===== src/rtl/bcd_addsub_seq.sv =====
// Digit-serial packed-BCD adder/subtractor, one digit per clock, LSD first.
// Operands are captured on start; outputs update together with a done pulse.
module bcd_addsub_seq #(
    parameter int DIGITS = 8,
    parameter int WIDTH  = 4 * DIGITS
) (
    input  logic             clk,
    input  logic             rst_n,
    input  logic             start,
    input  logic             op,
    input  logic [WIDTH-1:0] x,
    input  logic [WIDTH-1:0] y,
    output logic             busy,
    output logic             done,
    output logic [WIDTH-1:0] result,
    output logic             cout,
    output logic             err
);

    localparam int CW = (DIGITS > 1) ? $clog2(DIGITS) : 1;
    localparam logic [CW-1:0] K_LAST = CW'(DIGITS - 1);

    typedef enum logic [1:0] {IDLE, RUN, DONE} state_t;

    state_t           state;
    logic [WIDTH-1:0] a_q;
    logic [WIDTH-1:0] b_q;
    logic [WIDTH-1:0] work_q;
    logic             op_q;
    logic             c_q;
    logic             err_int_q;
    logic [CW-1:0]    k_q;

    logic [5:0]       s;
    logic [3:0]       dig;
    logic             c_nxt;
    logic [WIDTH-1:0] work_nxt;

    function automatic logic bad_digits(input logic [WIDTH-1:0] v);
        logic bad;
        bad = 1'b0;
        for (int i = 0; i < DIGITS; i++) begin
            if (v[4*i +: 4] > 4'd9) bad = 1'b1;
        end
        return bad;
    endfunction

    // Operands shift right, so the active digit is always at [3:0].
    always_comb begin
        s     = '0;
        dig   = '0;
        c_nxt = 1'b0;
        if (!op_q) begin
            s = {2'b0, a_q[3:0]} + {2'b0, b_q[3:0]} + {5'b0, c_q};
            if (s > 6'd9) begin
                dig   = 4'(s - 6'd10);
                c_nxt = 1'b1;
            end else begin
                dig = s[3:0];
            end
        end else begin
            s = {2'b0, a_q[3:0]} - {2'b0, b_q[3:0]} - {5'b0, c_q};
            if (s[5]) begin
                dig   = 4'(s + 6'd10);
                c_nxt = 1'b1;
            end else begin
                dig = s[3:0];
            end
        end
        work_nxt = WIDTH'({dig, work_q} >> 4);
    end

    always_ff @(posedge clk or negedge rst_n) begin
        if (!rst_n) begin
            state     <= IDLE;
            a_q       <= '0;
            b_q       <= '0;
            work_q    <= '0;
            op_q      <= 1'b0;
            c_q       <= 1'b0;
            err_int_q <= 1'b0;
            k_q       <= '0;
            busy      <= 1'b0;
            done      <= 1'b0;
            result    <= '0;
            cout      <= 1'b0;
            err       <= 1'b0;
        end else begin
            unique case (state)
                IDLE: begin
                    if (start) begin
                        a_q       <= x;
                        b_q       <= y;
                        op_q      <= op;
                        k_q       <= '0;
                        c_q       <= 1'b0;
                        work_q    <= '0;
                        err_int_q <= bad_digits(x) | bad_digits(y);
                        busy      <= 1'b1;
                        state     <= RUN;
                    end
                end
                RUN: begin
                    a_q    <= a_q >> 4;
                    b_q    <= b_q >> 4;
                    c_q    <= c_nxt;
                    work_q <= work_nxt;
                    k_q    <= k_q + 1'b1;
                    if (k_q == K_LAST) begin
                        state  <= DONE;
                        done   <= 1'b1;
                        err    <= err_int_q;
                        result <= err_int_q ? '0 : work_nxt;
                        cout   <= err_int_q ? 1'b0 : c_nxt;
                    end
                end
                DONE: begin
                    done  <= 1'b0;
                    busy  <= 1'b0;
                    state <= IDLE;
                end
                default: state <= IDLE;
            endcase
        end
    end

endmodule

===== config.mk =====
export PLATFORM = sky130hd
export DESIGN_NAME = bcd_addsub_seq
export DESIGN_NICKNAME = d
export VERILOG_FILES = /design/src/rtl/bcd_addsub_seq.sv
export SDC_FILE = /design/constraint.sdc
export NUM_CORES = 1
export LEC_CHECK = 0
export CAP_MARGIN = 20
export CORE_MARGIN = 5
export CORE_UTILIZATION = 58
export DETAILED_ROUTE_END_ITERATION = 7
export HOLD_SLACK_MARGIN = 0.05
export PLACE_DENSITY_LB_ADDON = 0.05
export SYNTH_ARGS = -nofsm -noshare
export SYNTH_HDL_FRONTEND = slang
export SYNTH_SLANG_ARGS = --single-unit

===== constraint.sdc =====
create_clock -name clk -period 5.2 [get_ports clk]
set_input_delay 0.52 -clock clk [delete_from_list [all_inputs] [get_ports clk]]
set_output_delay 0.52 -clock clk [all_outputs]
set_load 0.05 [all_outputs]

==> metrics.txt <==
Max Freq approximately 0.38 GHz; crit path time final about 2.6 ns; io pins approximately 100; row count 38; Async SR Flop Fraction 1.00; CTS clk-pin slew, worst paths roughly 0.06 ns; CTS root buffer clkbuf_8; fin crit share 0.507; synthesized area per cell ~9.6 µm²; initial antenna violation count 0; DR pass1 iterations 5; Num Clock Sinks about 140; reg2reg start a_q[0]; Leakage ~3.5 nW; run status complete, no violations; Die Span Y between 100 and 150 µm; Initial Util 0.594; Crit path required time 5.57 ns; antenna cells 0; Ys Warns 0; Max Slew Vio Count 0; Synth Flop Type dfrtp_1; Final setup viols 0; share of power burned in registers 0.306; switch share 0.421; commonest cells after routing, fill and taps aside dfrtp_1, clkdlybuf4s50_1, nand2_1; Crit path largest cell delay approximately 0.49 ns; GRT Overall Usage 0.242; startpoint types flip-flop; first-pass GRT wire length roughly 25 mm; Max Cap Violations 0; initial drt markers 347; relative slew slack 0.355; remaining antenna violation count after routing 0; post-CTS setup buffers 0; HPWL after DPL between 9 and 10 mm; # DRC 0; Power per Cell Area approximately 750 nW/µm²; vias in the first global route between 5000 and 6000; Yosys cell types 47; crit path from a_q[0]; Peak VDD IR around 0.42 mV; Post-Route WL between 10 and 15 mm; cell family with the largest share of critical-path delay adder cells; worst path arrival time about 3.0 ns; crit path kind flip-flop to flip-flop; EDFF count, synth 0; Final nets around 840; core area 10800 µm²; DR vias a little over 5000; largest net degree at the start of global routing 104; total CTS buffers 17; Net Count, Synth 751; Worst setup EP type flip-flop; CTS Hold Bufs 0; most frequent CP cell ha_1; CP bufs+invs 1; CTS tree done; Total Power 6.12 mW; Syn Inst Count about 670; area of the die between 10000 and 15000 µm²; Net Switching 2.57 mW; DR WL/cell between 15 and 20 µm; worst r2r path cells 10; CP max FO 3; area growth from synthesis to layout 26.7%; post-synthesis sequential area ratio 0.529; commonest non-fill, non-tap cell in the layout dfrtp_1; #FFs+latches synth 136; gp weighted congestion approximately 0.8; worst path cell trace inv_1 -> ha_1 -> fa_1 -> ha_1 -> xnor2_1 -> ha_1 -> nor2b_1 -> mux2_4 -> o22ai_2 -> o22ai_1; worst slew pin tran ~0.96 ns; vias per cell between 5 and 6; slowest CP cell fa_1; final hold vios 0; grt ovf 0; RSZ-0062 raised after global routing false; Logic pwr share 0.488; CTS resizes 0; Final Skew roughly 0.0066 ns; cell area after synthesis 6430 µm²; IO Port Bufs about 100; Clock Latency Late Sink about 0.52 ns; HP Class input port to async pin; internal cell power 3.54 mW; die span in x around 120 µm; layout cells sized above 1 0.0641; clock power share 0.205; H-tree depth 4; WP depth 10; Clock Path Buffers 2; setup TNS 0 ns
per-stage QoR:
step | cells | hold slack (ns) | cell area (µm²) | util | setup WS, ns
CTS | 903 | 0.0767 | 8140 | 0.751 | 2.53
finish | 904 | 0.0509 | 8150 | 0.752 | 2.56
detailed placement | 871 | 0.469 | 7530 | 0.694 | 2.66
global route | 904 | 0.124 | 8150 | 0.752 | 2.38
floorplan | 667 | 0.224 | 6430 | - | 2.82
global placement | 871 | 0.463 | 7530 | 0.694 | 2.72
routing by layer:
| layer | GRT usage | vias to the layer above | wire length (µm) |
|---|---|---|---|
| met2 | 0.399 | 132 | 7660 |
| met4 | 0.0829 | 0 | 238 |
| met3 | 0.0568 | 22 | 746 |
| met5 | 0 | - | 0 |
| met1 | 0.315 | 2450 | 6330 |
| li1 | - | 2444 | - |
state kept, by name, summed over array words and instances, names as in the netlist:
name	cells
done	1
k_q	3
op_q	1
state	2
c_q	1
busy	1
cout	1
err	1
result	32
work_q	28
err_int_q	1
b_q	32
a_q	32
layout make-up:
class | count | area [µm²]
fill | 803 | 2690
sequential | 136 | 3400
tap | 140 | 175
multi-input combinational | 474 | 2820
timing repair buffer | 108 | 1080
clock buffer | 21 | 449
clock inverter | 11 | 169
inverter | 14 | 52.6
final timing paths:
check                              to  slack, ns
max in group asynchronous  result[30]       3.95
min in group clk           result[29]       0.48
max                        work_q[31]       2.56
max reg2reg                work_q[31]       2.56
min                        work_q[31]       0.05
min reg2reg                result[29]       0.48
cell usage after synthesis (2+ instances only):
| cell | instances | area (µm²) |
|---|---|---|
| dfrtp_1 | 136 | 3400 |
| nand2_1 | 102 | 383 |
| o21ai_0 | 83 | 415 |
| a21oi_1 | 65 | 325 |
| nor2_1 | 60 | 225 |
| mux2i_1 | 53 | 531 |
| clkbuf_1 | 35 | 131 |
| nand2b_1 | 31 | 194 |
| inv_1 | 14 | 52.6 |
| ha_1 | 13 | 163 |
| a22o_1 | 9 | 78.8 |
| buf_2 | 6 | 30.0 |
| nand4_1 | 4 | 25.0 |
| o21ai_1 | 4 | 20.0 |
| o21bai_1 | 4 | 30.0 |
| and3_1 | 3 | 18.8 |
| fa_1 | 3 | 60.1 |
| nor2b_1 | 3 | 18.8 |
| o211ai_1 | 3 | 22.5 |
| or2_2 | 3 | 18.8 |
| or3_1 | 3 | 18.8 |
| xnor2_1 | 3 | 26.3 |
| o22ai_1 | 2 | 12.5 |
| o31ai_1 | 2 | 15.0 |
power groups by stage:
stage	Sequential (mW)	Combinational, mW	Clock (mW)
finish	1.87	2.99	1.25
global placement	1.86	2.86	0
detailed placement	1.88	2.95	0
floorplan	2.22	1.81	0
CTS	1.87	3.01	1.27
global route	1.94	3.31	1.32
kinds of logic after synthesis:
kind of cell / after synthesis / share of synthesized area
AO/OA/AOI/OAI: 181 / 0.155
flip-flops: 136 / 0.529
AND/OR/NAND/NOR: 217 / 0.149
multiplexers: 55 / 0.0865
buffers and inverters: 57 / 0.0356
XOR/XNOR: 5 / 0.0101
adder cells (fa/ha/maj): 16 / 0.0346
Note: power is estimated with default switching activity, not from simulation.
